===== src/rtl/udp_pkg.sv =====
// udp_pkg: beat layout, payload limit and arbiter state
// encoding shared by the UDP transmit path.
package udp_pkg;

    localparam int BEAT_W          = 10;
    localparam int SOP_BIT         = 9;
    localparam int EOP_BIT         = 8;
    localparam int DATA_MSB        = 7;
    localparam int UDP_MAX_PAYLOAD = 1472;

    typedef enum logic [1:0] {
        IDLE  = 2'd0,
        XFER  = 2'd1,
        FLUSH = 2'd2
    } arb_state_t;

endpackage


===== src/rtl/udp_tx_arbiter_rr_picker.sv =====
// rr_picker: circular priority select, first request after ptr.
// Ports: req (requests), ptr (last winner), gnt (one-hot), vld.
module rr_picker #(
    parameter int N  = 4,
    parameter int PW = $clog2(N)
) (
    input  logic [N-1:0]  req,
    input  logic [PW-1:0] ptr,
    output logic [N-1:0]  gnt,
    output logic          vld
);

    logic [PW-1:0] sel;

    always_comb begin
        gnt = '0;
        sel = '0;
        for (int k = 1; k <= N; k++) begin
            sel = PW'((int'(ptr) + k) % N);
            if (gnt == '0 && req[sel])
                gnt[sel] = 1'b1;
        end
    end

    assign vld = |req;

endmodule


===== src/rtl/udp_tx_arbiter.sv =====
// udp_tx_arbiter: packet round-robin arbiter for the UDP tx port.
// Ports: clk, rst (async low); req_vld/req_data/req_rdy per source;
// out_full back-pressure; out_vld/out_data registered beat;
// grant one-hot owner; pkt_cnt, trunc_cnt, drop_cnt statistics.
module udp_tx_arbiter
    import udp_pkg::*;
#(
    parameter int N_REQ   = 4,
    parameter int MAX_LEN = UDP_MAX_PAYLOAD,
    parameter int CNT_W   = 16
) (
    input  logic                    clk,
    input  logic                    rst,
    input  logic [N_REQ-1:0]        req_vld,
    input  logic [N_REQ*BEAT_W-1:0] req_data,
    output logic [N_REQ-1:0]        req_rdy,
    input  logic                    out_full,
    output logic                    out_vld,
    output logic [BEAT_W-1:0]       out_data,
    output logic [N_REQ-1:0]        grant,
    output logic [CNT_W-1:0]        pkt_cnt,
    output logic [7:0]              trunc_cnt,
    output logic [7:0]              drop_cnt
);

    localparam int PW = $clog2(N_REQ);
    localparam int BW = $clog2(MAX_LEN + 1);

    arb_state_t state, state_nxt;

    logic [PW-1:0]      ptr;
    logic [PW-1:0]      pick_idx;
    logic [BW-1:0]      beat_cnt;
    logic [N_REQ-1:0]   head_sop;
    logic [N_REQ-1:0]   pick_gnt;
    logic               pick_vld;
    logic [DATA_MSB:0]  g_data;
    logic               g_eop;
    logic               g_vld;
    logic               drop_any;
    logic               xfer;
    logic               last_beat;
    logic               flush_end;

    always_comb begin
        head_sop = '0;
        g_data   = '0;
        g_eop    = 1'b0;
        for (int i = 0; i < N_REQ; i++) begin
            head_sop[i] = req_data[BEAT_W*i+SOP_BIT];
            if (grant[i]) begin
                g_eop  = req_data[BEAT_W*i+EOP_BIT];
                g_data = req_data[BEAT_W*i +: DATA_MSB+1];
            end
        end
    end

    rr_picker #(
        .N  (N_REQ),
        .PW (PW)
    ) u_pick (
        .req (req_vld & head_sop),
        .ptr (ptr),
        .gnt (pick_gnt),
        .vld (pick_vld)
    );

    always_comb begin
        pick_idx = '0;
        for (int i = 0; i < N_REQ; i++)
            if (pick_gnt[i]) pick_idx = PW'(i);
    end

    assign drop_any  = |(req_vld & ~head_sop);
    assign g_vld     = |(req_vld & grant);
    assign xfer      = (state == XFER) && g_vld && !out_full;
    assign last_beat = (beat_cnt == BW'(MAX_LEN - 1));
    assign flush_end = (state == FLUSH) && g_vld && g_eop;

    always_ff @(posedge clk or negedge rst) begin
        if (!rst) state <= IDLE;
        else      state <= state_nxt;
    end

    always_comb begin
        state_nxt = state;
        unique case (state)
            IDLE: begin
                if (pick_vld) state_nxt = XFER;
            end
            XFER: begin
                if (xfer && g_eop)
                    state_nxt = IDLE;
                else if (xfer && last_beat)
                    state_nxt = FLUSH;
            end
            FLUSH: begin
                if (flush_end) state_nxt = IDLE;
            end
            default: state_nxt = IDLE;
        endcase
    end

    // Idle accepts orphan (non-sop) heads so they cannot block a port;
    // flush drains the tail of a truncated packet even when full.
    always_comb begin
        req_rdy = '0;
        unique case (state)
            IDLE:    req_rdy = ~head_sop;
            XFER:    req_rdy = out_full ? '0 : grant;
            FLUSH:   req_rdy = grant;
            default: req_rdy = '0;
        endcase
    end

    always_ff @(posedge clk or negedge rst) begin
        if (!rst) begin
            ptr       <= PW'(N_REQ - 1);
            grant     <= '0;
            beat_cnt  <= '0;
            out_vld   <= 1'b0;
            out_data  <= '0;
            pkt_cnt   <= '0;
            trunc_cnt <= '0;
            drop_cnt  <= '0;
        end else begin
            out_vld <= xfer;
            if (state == IDLE) begin
                if (drop_any && drop_cnt != 8'hFF)
                    drop_cnt <= drop_cnt + 8'd1;
                if (pick_vld) begin
                    grant    <= pick_gnt;
                    ptr      <= pick_idx;
                    beat_cnt <= '0;
                end
            end
            if (xfer) begin
                out_data <= {beat_cnt == '0,
                             g_eop | last_beat,
                             g_data};
                beat_cnt <= beat_cnt + 1'b1;
                if (g_eop || last_beat)
                    pkt_cnt <= pkt_cnt + 1'b1;
                if (g_eop)
                    grant <= '0;
                else if (last_beat && trunc_cnt != 8'hFF)
                    trunc_cnt <= trunc_cnt + 8'd1;
            end
            if (flush_end)
                grant <= '0;
        end
    end

endmodule


===== config.mk =====
export PLATFORM = sky130hd
export DESIGN_NAME = udp_tx_arbiter
export DESIGN_NICKNAME = d
export VERILOG_FILES = /design/src/rtl/udp_pkg.sv /design/src/rtl/udp_tx_arbiter_rr_picker.sv /design/src/rtl/udp_tx_arbiter.sv
export SDC_FILE = /design/constraint.sdc
export NUM_CORES = 1
export LEC_CHECK = 0
export CORE_MARGIN = 10
export CORE_UTILIZATION = 45
export DETAILED_ROUTE_END_ITERATION = 6
export GPL_ROUTABILITY_DRIVEN = 0
export PLACE_DENSITY = 0.75
export SYNTH_ARGS = -nofsm -noshare
export SYNTH_HDL_FRONTEND = slang
export SYNTH_SLANG_ARGS = --single-unit

===== constraint.sdc =====
create_clock -name clk -period 4.36 [get_ports clk]
set_input_delay 0.872 -clock clk [delete_from_list [all_inputs] [get_ports clk]]
set_output_delay 0.872 -clock clk [all_outputs]
set_load 0.005 [all_outputs]

# After elaboration in Yosys (flattened, before gate mapping)
# Cells that the tools add are included.
[op_classes] reduce_logical=33 muxes=46 order_cmp=8 n_eq_ne=8 n_addsub=8 n_bitwise=9
[op_table] cell="4-bit two-way mux" count=10
[op_table] cell="11-bit two-way mux" count=3
[op_table] cell="8-bit two-way mux" count=4
[op_table] cell="16-bit by 1-bit adder with 16-bit output, second input constant" count=1
[op_table] cell="8-bit by 1-bit adder with 8-bit output, second input constant" count=2
[op_table] cell="8-bit != test, second input constant" count=2
[op_table] cell="1-bit logical AND" count=15
[op_table] cell="1-bit two-way mux" count=13
[op_table] cell="4-bit AND" count=3
[op_table] cell="4-bit logical NOT" count=3
[op_table] cell="2-bit by 3-bit less-than comparator with 1-bit output, second input constant" count=4
[op_table] cell="2-bit two-way mux" count=6
[op_table] cell="4-bit bitwise OR" count=3
[op_table] cell="4-bit one-hot mux with 3 select lines" count=1
[op_table] cell="4-bit OR reduction" count=3
[op_table] cell="11-bit by 1-bit adder with 11-bit output, second input constant" count=1
[op_table] cell="11-bit == test, second input constant" count=1
[op_table] cell="11-bit logical NOT" count=1
[op_table] cell="1-bit binary-select mux with 2-bit select" count=4
[op_table] cell="1-bit demux with 2-bit select" count=4
[op_table] cell="2-bit by 1-bit >= comparator with 1-bit output, second input constant" count=4
[op_table] cell="2-bit AND reduction" count=4
[op_table] cell="2-bit one-hot mux with 3 select lines" count=1
[op_table] cell="3-bit AND reduction" count=2
[op_table] cell="13 further kinds" count=17
[word_totals] input_bits=47 reg_bits=62 word_cells=121

# Depth between registers and ports, before layout
[logic_depth] depth_word=20 depth_mapped=10 mapped_depth_nobuf=9

# By module
# A second synthesis with hierarchy kept.
[hier_totals] hier_cells=389 area_unflattened_um2=3716.1
[by_module_without_submodules] mod="udp_tx_arbiter" n_inst=1 cells_per_inst=334 area_each_um2=3213.1
[by_module_without_submodules] mod="rr_picker" n_inst=1 cells_per_inst=55 area_each_um2=503.0

# Worst setup path before layout
# No wires, ideal clock.
[synth_path] path_type="in2reg" start="in req_vld[3]" end="reg grant[0]" path_slack_ns=1.549 stages=7 arrival_time_ns=2.715 n_path_buf=0 setup_time_ns=0.096 cell_sequence="and2_1 > mux4_2 > a221o_1 > nor2b_4 > a2111oi_4 > nand3_1 > a311oi_2"
[synth_between] elab_chain_len=18 elab_cells_between_ends=34 classes_between="17 x mux; 5 x bitwise; 12 x reduce/logical"
[synth_lines] element="start: declaration" line_no="udp_tx_arbiter.sv:14" rtl="input logic [N_REQ-1:0] req_vld,"
[synth_lines] element="4-bit AND" line_no="udp_tx_arbiter.sv:62" rtl=".req (req_vld & head_sop),"
[synth_lines] element="1-bit binary-select mux with 2-bit select" line_no="udp_tx_arbiter_rr_picker.sv:20" rtl="if (gnt == '0 && req[sel])"
[synth_lines] element="1-bit two-way mux (not written as such)" line_no="udp_tx_arbiter_rr_picker.sv:20"
[synth_lines] element="4-bit two-way mux" line_no="udp_tx_arbiter_rr_picker.sv:20"
[synth_lines] element="4-bit logical NOT" line_no="udp_tx_arbiter_rr_picker.sv:20"
[synth_lines] element="1-bit logical AND" line_no="udp_tx_arbiter_rr_picker.sv:20"
[synth_lines] element="4-bit two-way mux" line_no="udp_tx_arbiter_rr_picker.sv:20"
[synth_lines] element="4-bit logical NOT" line_no="udp_tx_arbiter_rr_picker.sv:20"
[synth_lines] element="(+2 left out)"
[synth_lines] element="4-bit logical NOT" line_no="udp_tx_arbiter_rr_picker.sv:20"
[synth_lines] element="1-bit logical AND" line_no="udp_tx_arbiter_rr_picker.sv:20"
[synth_lines] element="4-bit two-way mux" line_no="udp_tx_arbiter_rr_picker.sv:20"
[synth_lines] element="4-bit two-way mux" line_no="udp_tx_arbiter.sv:131" rtl="if (pick_vld) begin"
[synth_lines] element="4-bit two-way mux" line_no="udp_tx_arbiter.sv:128" rtl="if (state == IDLE) begin"
[synth_lines] element="4-bit two-way mux" line_no="udp_tx_arbiter.sv:144" rtl="if (g_eop)"
[synth_lines] element="4-bit two-way mux" line_no="udp_tx_arbiter.sv:137" rtl="if (xfer) begin"
[synth_lines] element="4-bit two-way mux *" line_no="udp_tx_arbiter.sv:149" rtl="if (flush_end)"
[synth_lines] element="end signal: assignment" line_no="udp_tx_arbiter.sv:132" rtl="grant <= pick_gnt;"
[synth_lines] element="end: declaration" line_no="udp_tx_arbiter.sv:20" rtl="output logic [N_REQ-1:0] grant,"
# Every way passes the cells marked *; elsewhere a longest branch is shown, timed or not. The select of a mux whose other input is x is not followed.
# A chain may end at the register's enable or synchronous reset.

# Worst setup path after layout
[layout_path] start="in req_data[29]" end="reg ptr[0]"
[layout_between] elab_chain_len=16 elab_cells_between_ends=27 classes_between="15 x mux; 4 x bitwise; 8 x reduce/logical"
[layout_lines] element="start: declaration" line_no="udp_tx_arbiter.sv:15" rtl="input logic [N_REQ*BEAT_W-1:0] req_data,"
[layout_lines] element="4-bit AND *" line_no="udp_tx_arbiter.sv:62"
[layout_lines] element="1-bit binary-select mux with 2-bit select" line_no="udp_tx_arbiter_rr_picker.sv:20"
[layout_lines] element="1-bit two-way mux (not written as such)" line_no="udp_tx_arbiter_rr_picker.sv:20"
[layout_lines] element="4-bit two-way mux" line_no="udp_tx_arbiter_rr_picker.sv:20"
[layout_lines] element="4-bit logical NOT" line_no="udp_tx_arbiter_rr_picker.sv:20"
[layout_lines] element="1-bit logical AND" line_no="udp_tx_arbiter_rr_picker.sv:20"
[layout_lines] element="4-bit two-way mux" line_no="udp_tx_arbiter_rr_picker.sv:20"
[layout_lines] element="4-bit logical NOT" line_no="udp_tx_arbiter_rr_picker.sv:20"
[layout_lines] element="1-bit logical AND" line_no="udp_tx_arbiter_rr_picker.sv:20"
[layout_lines] element="4-bit two-way mux" line_no="udp_tx_arbiter_rr_picker.sv:20"
[layout_lines] element="4-bit logical NOT" line_no="udp_tx_arbiter_rr_picker.sv:20"
[layout_lines] element="1-bit logical AND" line_no="udp_tx_arbiter_rr_picker.sv:20"
[layout_lines] element="4-bit two-way mux" line_no="udp_tx_arbiter_rr_picker.sv:20"
[layout_lines] element="1-bit two-way mux" line_no="udp_tx_arbiter.sv:71" rtl="if (pick_gnt[i]) pick_idx = PW'(i);"
[layout_lines] element="2-bit two-way mux (2 in series)" line_no="udp_tx_arbiter.sv:71"
[layout_lines] element="end signal: assignment" line_no="udp_tx_arbiter.sv:118" rtl="ptr <= PW'(N_REQ - 1);"
[layout_lines] element="end signal: assignment" line_no="udp_tx_arbiter.sv:133" rtl="ptr <= pick_idx;"
[layout_lines] element="end: declaration" line_no="udp_tx_arbiter.sv:31" rtl="logic [PW-1:0] ptr;"
# Marks and branches as above.

==> impl_metrics.sql <==
INSERT INTO impl_metrics (metric_group, metric, value, unit) VALUES
('global_route', 'first_global_vias', '3319', ''),
('floorplan', 'chipWidth', '111', 'um'),
('sta', 'final_critical_path_setup_slack', '1.10', 'ns'),
('clock_tree', 'cts_root_buf', 'sky130_fd_sc_hd__clkbuf_8', ''),
('cells_and_area', 'multiInputGateArea', '0.00203', 'sq mm'),
('clock_tree', 'cts_max_path_buffers', '2', ''),
('cells_and_area', 'leading_cell_type_in_the_layout_fill_and_taps_excluded', 'sky130_fd_sc_hd__clkdlybuf4s50_1', ''),
('sta', 'min_period_over_period', '74.8', '%'),
('critical_path', 'timing.rr.start', 'ptr[1]', ''),
('floorplan', 'design.portCount', '98', ''),
('detailed_routing', 'detailroute.via_count', '3312', ''),
('critical_path', 'cp-end-kind', 'register', ''),
('cells_and_area', 'mostFrequentLayoutCells', 'sky130_fd_sc_hd__clkdlybuf4s50_1, sky130_fd_sc_hd__dfrtp_1, sky130_fd_sc_hd__nand2_1', ''),
('sta', 'grt_setup_unrepaired', 'false', ''),
('placement', 'dpl_worst_slack', '0.795', 'ns'),
('sta', 'whs', '0.479', 'ns'),
('power', 'power_frac_clock', '20.8', '%'),
('yosys', 'synthesis.area', '0.00370', 'sq mm'),
('flow_run', 'count_of_max_cap_constraint_violations', '0', ''),
('global_route', 'grt_antenna_before_repair', '0', ''),
('power', 'net_switching_power', '1.02', 'mW'),
('cells_and_area', 'antennaDiodeCount', '0', ''),
('floorplan', 'fp.coreArea', '0.00809', 'sq mm'),
('detailed_routing', 'route.final.wire_length', '9790', 'um'),
('detailed_routing', 'drt-pass1-iter-count', '4', ''),
('status', 'run_status', 'finished, final reports clean', ''),
('critical_path', 'rrSetupSlack', '1.31', 'ns'),
('placement', 'hpwl', '7470', 'um'),
('detailed_routing', 'detail_route.drc_violations', '0', ''),
('cells_and_area', 'layout-drive-gt1-share', '7.39', '%'),
('worst_hold_path', 'whs_endpoint', 'out_data[4]', ''),
('power', 'vdd_ir_drop_max', '187', 'uV'),
('placement', 'port-buffer-count', '97', ''),
('power', 'total_power', '2.65', 'mW'),
('yosys', 'post_synth_inst_count', '400', ''),
('power', 'power_density', '535', 'mW/mm^2'),
('cells_and_area', 'final_nets', '556', ''),
('clock_tree', 'clkSlewWorstSetupHoldPaths', '0.07', 'ns'),
('global_route', 'grt_util_all_layers', '16.3', '%'),
('yosys', 'yosysSeqAreaShare', '42.0', '%'),
('sta', 'timing.final.crit_period', '3.26', 'ns'),
('critical_path', 'timing.critical_path.fanout_max', '5', ''),
('cells_and_area', 'filler_cell_count', '704', ''),
('critical_path', 'criticalPathCategory', 'in -> reg', ''),
('yosys', 'syn-mean-instance-area', '9.24', 'sq um'),
('sta', 'final_report_max_slew_violation_count', '0', ''),
('sta', 'timing.slew.headroom', '48.9', '%'),
('critical_path', 'r2r-end', 'ptr[0]', ''),
('sta', 'totalNegativeSetupSlack', '0', 'ns'),
('floorplan', 'fp-row-count', '33', ''),
('global_route', 'grt_overflow_total', '0', ''),
('sta', 'tightest_slew', '0.767', 'ns'),
('yosys', 'synth_edf_count', '0', ''),
('clock_tree', 'clock-sinks', '62', ''),
('power', 'cellInternalPower', '1.64', 'mW'),
('detailed_routing', 'ratio_of_routed_vias_to_standard_cells', '5.47', ''),
('sta', 'final-hold-violation-count', '0', ''),
('sta', 'fin_skew', '0.00993', 'ns'),
('critical_path', 'required_time_at_the_endpoint_of_the_critical_path', '4.61', 'ns'),
('yosys', 'ys_types', '59', ''),
('clock_tree', 'ctsHtreeMaxLevel', '3', ''),
('critical_path', 'timing.critical_path.slowest_cell_delay', '0.53', 'ns'),
('clock_tree', 'hold_buffers', '0', ''),
('floorplan', 'die_area', '0.0122', 'sq mm'),
('clock_tree', 'post-cts-setup-buffer-count', '0', ''),
('power', 'switching_share', '38.3', '%'),
('detailed_routing', 'drt.antenna.violating_nets', '0', ''),
('critical_path', 'crit_arrival', '3.51', 'ns'),
('power', 'power.leakage', '2.11', 'nW'),
('critical_path', 'r2r_cells', '8', ''),
('sta', 'max_freq', '306', 'MHz');
cell usage after synthesis (2+ instances only):
master	number	area [sq um]
sky130_fd_sc_hd__and2_1	6	37.5
sky130_fd_sc_hd__nand3_1	11	55.1
sky130_fd_sc_hd__o22ai_1	3	18.8
sky130_fd_sc_hd__and4_1	2	17.5
sky130_fd_sc_hd__a31oi_1	3	18.8
sky130_fd_sc_hd__a22oi_1	9	67.6
sky130_fd_sc_hd__o31ai_1	3	22.5
sky130_fd_sc_hd__nor2b_1	4	25.0
sky130_fd_sc_hd__or2_2	2	12.5
sky130_fd_sc_hd__nand2_1	55	206
sky130_fd_sc_hd__mux2_2	2	22.5
sky130_fd_sc_hd__ha_1	13	163
sky130_fd_sc_hd__clkbuf_1	11	41.3
sky130_fd_sc_hd__xor2_1	11	96.3
sky130_fd_sc_hd__nor3_1	5	25.0
sky130_fd_sc_hd__o21ai_0	28	140
sky130_fd_sc_hd__mux2i_1	2	20.0
sky130_fd_sc_hd__a2111oi_4	3	82.6
sky130_fd_sc_hd__nor4_1	2	12.5
sky130_fd_sc_hd__and3_1	8	50.1
sky130_fd_sc_hd__xnor2_1	18	158
sky130_fd_sc_hd__dfrtp_1	60	1500
sky130_fd_sc_hd__nand2b_1	2	12.5
sky130_fd_sc_hd__a21oi_1	24	120
sky130_fd_sc_hd__dfstp_2	2	52.6
sky130_fd_sc_hd__mux4_1	4	105
sky130_fd_sc_hd__inv_1	12	45.0
sky130_fd_sc_hd__nand4_1	11	68.8
sky130_fd_sc_hd__o211ai_1	2	15.0
sky130_fd_sc_hd__nor2_1	51	191
sky130_fd_sc_hd__a221oi_1	2	17.5
sky130_fd_sc_hd__mux4_2	2	45.0
state kept, by name, indices dropped and copies added, names as in the netlist:
name and cells:
out_vld 1, state 2, ptr 2, out_data 10
beat_cnt 11, trunc_cnt 8, pkt_cnt 16, drop_cnt 8
grant 4
per-stage QoR:
step / area, sq um / utilization [%] / instances
4_1_cts: 4960 / 61.3 / 606
3_5_place_dp: 4750 / 58.6 / 590
5_1_grt: 4960 / 61.3 / 606
3_3_place_gp: 4750 / 58.6 / 590
6_report: 4960 / 61.3 / 606
2_1_floorplan: 3700 / - / 400
worst max-delay path, delay by kind of cell:
kind,cells,cell delay [ns]
AOI/OAI and AO/OA,5,1.44
buffers and inverters,1,0.53
muxes,1,0.53
and+or+nand+nor,1,0.13
power groups by stage:
stage	combinational [mW]	sequential (mW)	clock, mW
floorplan	0.798	0.838	0
global placement	1.16	0.923	0
detailed placement	1.19	0.927	0
CTS	1.20	0.917	0.567
global route	1.32	0.944	0.595
finish	1.18	0.918	0.551
area by class of cell:
type,instances,area share [%]
Multi-Input combinational cell,310,40.9
Sequential cell,62,31.3
Timing Repair Buffer,99,19.8
Clock buffer,12,2.93
Tap cell,105,2.65
Clock inverter,4,1.41
Inverter,14,1.06
how the worst max path moves through the flow:
| stage | end | startpoint | depth (start not counted) |
|---|---|---|---|
| 2_1_floorplan | grant[0] | req_vld[3] | 7 |
| 5_1_grt | ptr[0] | req_vld[0] | 8 |
| 3_5_place_dp | ptr[0] | req_data[29] | 8 |
| 6_report | ptr[0] | req_data[29] | 8 |
| 4_1_cts | req_rdy[3] | out_full | 5 |
| 3_3_place_gp | ptr[0] | req_data[39] | 8 |
kinds of logic after synthesis:
kind of cell | synth area share, %
compound gates | 17.8
xor+xnor | 6.87
fa+ha+maj | 4.40
buf+inv | 3.15
flops | 42.0
mux | 5.21
simple gates | 20.5
routing by layer:
layer	routed length, um	vias to the layer above	share of wire, %	global-route usage, %
li1	-	1620	-	-
met1	4520	1587	46	20.7
met2	4670	92	48	26.6
met3	476	13	4.9	4.00
met4	120	0	1.2	5.30
met5	0	-	0	0
No activity file was read; power rests on OpenSTA's default activity.
